### src/rtl/matmul_output_drain.sv
//------------------------------------------------------------------------------
// Module      : matmul_output_drain
// Description : Snapshots a completed ROWS x COLS output matrix on capture_req
//               and streams it row-major over valid/ready with row/col tags.
// Revision    : 1.0 - initial release
//------------------------------------------------------------------------------
`default_nettype none

`ifndef ROWS
`define ROWS 4
`endif
`ifndef COLS
`define COLS 4
`endif

module matmul_output_drain #(
    parameter int WORD_SIZE = 16
) (
    input  logic                       clk,
    input  logic                       rst,
    input  logic [WORD_SIZE-1:0]       output_matrix [`ROWS][`COLS],
    input  logic                       capture_req,
    input  logic                       out_ready,
    output logic                       out_valid,
    output logic [WORD_SIZE-1:0]       out_data,
    output logic [$clog2(`ROWS):0]     out_row,
    output logic [$clog2(`COLS):0]     out_col,
    output logic                       out_last,
    output logic                       busy,
    output logic                       overrun
);

    localparam int NROWS = `ROWS;
    localparam int NCOLS = `COLS;
    localparam int RW    = $clog2(`ROWS) + 1;
    localparam int CW    = $clog2(`COLS) + 1;

    localparam logic [RW-1:0] LAST_ROW = RW'(NROWS - 1);
    localparam logic [CW-1:0] LAST_COL = CW'(NCOLS - 1);

    typedef enum logic [0:0] {
        S_IDLE  = 1'b0,
        S_DRAIN = 1'b1
    } state_t;

    state_t                 state_q, state_d;
    logic [RW-1:0]          row_q, row_d;
    logic [CW-1:0]          col_q, col_d;
    logic                   overrun_q, overrun_d;
    logic [WORD_SIZE-1:0]   snap_q [NROWS][NCOLS];

    logic                   w_load;
    logic                   w_xfer;
    logic                   w_at_last;

    assign w_xfer    = (state_q == S_DRAIN) && out_ready;
    assign w_at_last = (row_q == LAST_ROW) && (col_q == LAST_COL);

    always_ff @(posedge clk) begin
        if (rst) begin
            state_q   <= S_IDLE;
            row_q     <= '0;
            col_q     <= '0;
            overrun_q <= 1'b0;
            for (int r = 0; r < NROWS; r++) begin
                for (int c = 0; c < NCOLS; c++) begin
                    snap_q[r][c] <= '0;
                end
            end
        end else begin
            state_q   <= state_d;
            row_q     <= row_d;
            col_q     <= col_d;
            overrun_q <= overrun_d;
            if (w_load) begin
                for (int r = 0; r < NROWS; r++) begin
                    for (int c = 0; c < NCOLS; c++) begin
                        snap_q[r][c] <= output_matrix[r][c];
                    end
                end
            end
        end
    end

    always_comb begin
        state_d   = state_q;
        row_d     = row_q;
        col_d     = col_q;
        overrun_d = overrun_q;
        w_load    = 1'b0;

        unique case (state_q)
            S_IDLE: begin
                if (capture_req) begin
                    w_load  = 1'b1;
                    row_d   = '0;
                    col_d   = '0;
                    state_d = S_DRAIN;
                end
            end
            S_DRAIN: begin
                if (w_xfer) begin
                    if (w_at_last) begin
                        row_d = '0;
                        col_d = '0;
                        // A capture coinciding with the final beat chains the next matrix with no bubble
                        if (capture_req) begin
                            w_load = 1'b1;
                        end else begin
                            state_d = S_IDLE;
                        end
                    end else if (col_q == LAST_COL) begin
                        col_d = '0;
                        row_d = row_q + 1'b1;
                    end else begin
                        col_d = col_q + 1'b1;
                    end
                end
                if (capture_req && !(w_xfer && w_at_last)) begin
                    overrun_d = 1'b1;
                end
            end
            default: begin
                state_d = S_IDLE;
            end
        endcase
    end

    // Element select by comparison keeps index widths exact for any ROWS/COLS
    always_comb begin
        out_data = '0;
        for (int r = 0; r < NROWS; r++) begin
            for (int c = 0; c < NCOLS; c++) begin
                if ((state_q == S_DRAIN) && (row_q == RW'(r)) && (col_q == CW'(c))) begin
                    out_data = snap_q[r][c];
                end
            end
        end
    end

    assign out_valid = (state_q == S_DRAIN);
    assign busy      = (state_q == S_DRAIN);
    assign out_row   = row_q;
    assign out_col   = col_q;
    assign out_last  = w_at_last && out_valid;
    assign overrun   = overrun_q;

endmodule

`default_nettype wire
### config.mk
export PLATFORM = sky130hd
export DESIGN_NAME = matmul_output_drain
export DESIGN_NICKNAME = d
export VERILOG_FILES = /design/src/rtl/matmul_output_drain.sv
export SDC_FILE = /design/constraint.sdc
export NUM_CORES = 1
export LEC_CHECK = 0
export CORE_ASPECT_RATIO = 1.2
export CORE_MARGIN = 2
export CORE_UTILIZATION = 51
export CTS_CLUSTER_DIAMETER = 30
export DETAILED_ROUTE_END_ITERATION = 10
export PLACE_DENSITY = 0.81
export SYNTH_ARGS = -nofsm -noshare
export SYNTH_HDL_FRONTEND = slang
export SYNTH_SLANG_ARGS = --single-unit
### constraint.sdc
create_clock -name clk -period 11.8 [get_ports clk]
set_clock_uncertainty 0.15 [all_clocks]
set_input_delay 3.54 -clock clk [delete_from_list [all_inputs] [get_ports clk]]
set_output_delay 3.54 -clock clk [all_outputs]
set_load 0.01 [all_outputs]
==> run summary <==
Largest net degree at the start of global routing - 122
Die ar. - 0.0265 sq mm
WL per Instance - 22.1 microns
Slew HR - 18.7%
Final-stage net count - 1576
Final worst path period share - 68.9%
Startpoint Class - flop
Slew Viols, Final - 0
DRT Wirelength - 37000 microns
Cells after Synth - 1051
Synthesized flop and latch total - 264
Die X-Extent - 149 microns
# Max-Cap Violations - 0
Most frequent cells in the layout - 285 x clkdlybuf4s50_1, 257 x and2_1, 256 x edfxtp_1, 51 x nand2_1
Avg Synthesized Cell Area - 12.3 sq um
Dpl cell area - 0.0158 sq mm
Proportion of layout cells with a drive suffix above 1 - 8.71%
Fmax - 123 MHz
CORE AREA - 0.0248 sq mm
Reg2reg start - out_col[1]$_SDFFE_PP0P_
DR DRC count - 0
Total global-route track usage - 27.0%
Crit-path leading delay family - compound AO/OA/AOI/OAI gates
Crit path kind - flop to output port
Setup tns final - 0 ps
CTS max path bufs - 3
Top cells by area, synth - edfxtp_1 60%, and2_1 12%, a221oi_1 1.6%
Port Buffers - 285
Seq/Total Area, Yosys - 60.9%
WP depth - 9
Post-synth EDFFs - 256
DR pass1 iterations - 6
Critical Path End Type - output port
Slowest stage delay, CP - 880 ps
Power per Cell Area - 152 mW/mm^2
Share of flip-flops with an asynchronous set or reset - 0%
Placed cell count - 1586
Fillers - 1707
Hold wc startpoint - overrun$_SDFFE_PP0P_
Area delta synth->final - 34.2%
Hold Crit Class - flop to flop
Place WS - 4290 ps
CTS HTree Levels - 2
Via count - 9828
GRT Residual Overflow - 0
Die H - 178 microns
Crit-path cells - inv_1, ha_2, buf_4, nor2b_1, a221oi_1, o311a_2, o21ai_0, o2bb2ai_1, clkdlybuf4s50_1
Initial antenna violation count - 1
Vias in the first global route - 9610
DP HPWL - 25100 microns
Syn_nets - 1319
R2R cell count - 8
Synth area leader - edfxtp_1
Post-route ant nets - 0
Commonest non-fill, non-tap cell in the layout - clkdlybuf4s50_1
Worst skew pair latency - 530 ps
CP arrival - 4440 ps
Status - finished, final reports clean
Routability cong. - 0.946
Synth top area share - 59.7%
Tmin final - 8130 ps
Worst vdd ir - 0.113 mV
Worst hold path depth - 2
Leakage power - 6.19 nW
Clk root buf - clkbuf_16
RSZ-0062 raised after global routing - no
Post-CTS sizing - 0
Clock-pin slew on the worst setup and hold paths - 50 ps
Effective utilization at floorplan - 52.0%
Clk sinks - 264
Mapped cell area - 0.0129 sq mm
Worst-path fanout max - 58
Num CTS Buffers - 45
Final Non-Filler Cells - 1670
Buf/Inv on CP - 3
Slowest-stage cell, CP - nor2b_1
Final WS setup - 3670 ps
Drt via density - 5.89
Critical Path RT - 8110 ps
Final Instance Area - 0.0173 sq mm
Post-CTS Setup Bufs - 0
1st-iter DRT viols - 916
FP Rows - 63
Critical Path Start - out_col[0]$_SDFFE_PP0P_
Dominant synthesized flop cell - edfxtp_1
Synth warn - 0
Final setup vio count - 0
CTS tree - yes
Yosys cell types - 73
Hold buffers post-CTS - 0
Num ports - 286
Final hold vios - 0
Slew @ Worst Pin - 1210 ps
First-pass GRT wire length - 53600 microns
tightest hold or removal path: stages (launching register included):
cell and delay (ps):
dfxtp_1 340, a21oi_1 50, nor2_1 70
report_power, final:
part,total (mW),internal [mW],switching (mW)
Clock,1.29,0.813,0.474
Combinational,0.211,0.118,0.0929
Sequential,1.14,1.11,0.0301
Total,2.63,2.04,0.597
registers in the layout (all words and copies together) (netlist names):
register  count
out_col       3
out_row       3
busy          1
snap_q      256
overrun       1
layout make-up:
class | count | area [sq um] | share of cell area [%]
Sequential cell | 264 | 7850 | 45.4
Multi-Input combinational cell | 688 | 4550 | 26.3
Timing Repair Buffer | 293 | 2910 | 16.9
Clock buffer | 49 | 1160 | 6.73
Tap cell | 325 | 407 | 2.35
Clock inverter | 33 | 344 | 1.99
Inverter | 16 | 60.1 | 0.347
Antenna cell | 2 | 5.00 | 0.0290
per-stage QoR:
| step | util (%) | hold slack, ps | power [mW] |
|---|---|---|---|
| 2_1_floorplan | - | 352 | 1.24 |
| 3_3_place_gp | 63.7 | 308 | 1.36 |
| 3_5_place_dp | 63.7 | 317 | 1.36 |
| 4_1_cts | 69.8 | 331 | 2.64 |
| 5_1_grt | 69.8 | 370 | 2.70 |
| 6_report | 69.8 | 337 | 2.63 |
logic make-up after synthesis:
group	count (synthesis)	share of synthesized area, %
DFF	264	60.9
AOI/OAI and AO/OA	230	13.8
buffers and inverters	99	3.99
adders and majority gates	8	0.777
and+or+nand+nor	450	20.5
layer usage:
layer	GRT usage, %	routed length (microns)	vias up
li1	-	-	4460
met1	32.9	13700	4651
met5	0	0	-
met4	15.6	2170	0
met3	5.04	2910	127
met2	45.2	18100	590
path summary, 6_finish.rpt:
| check | to | slack, ps |
|---|---|---|
| worst max-delay path | out_data[0] | 3670 |
| worst min-delay path | overrun$_SDFFE_PP0P_ | 340 |
| worst max register to register | snap_q[2][1]$_SDFFCE_PN0P_ | 7170 |
| worst min register to register | overrun$_SDFFE_PP0P_ | 340 |
cell usage after synthesis, drive strengths merged (9+ instances only):
library cell and number:
o221ai 18, nand3 33, inv 15, nor2 47
o311a 9, a21oi 28, o22ai 15, clkbuf 42
nand2 52, buf 41, and2 257, nand3b 15
a311oi 11, o21ai 37, nor3 17, edfxtp 256
a221oi 23, o2bb2ai 22
Note: power is estimated with default switching activity, not from simulation.
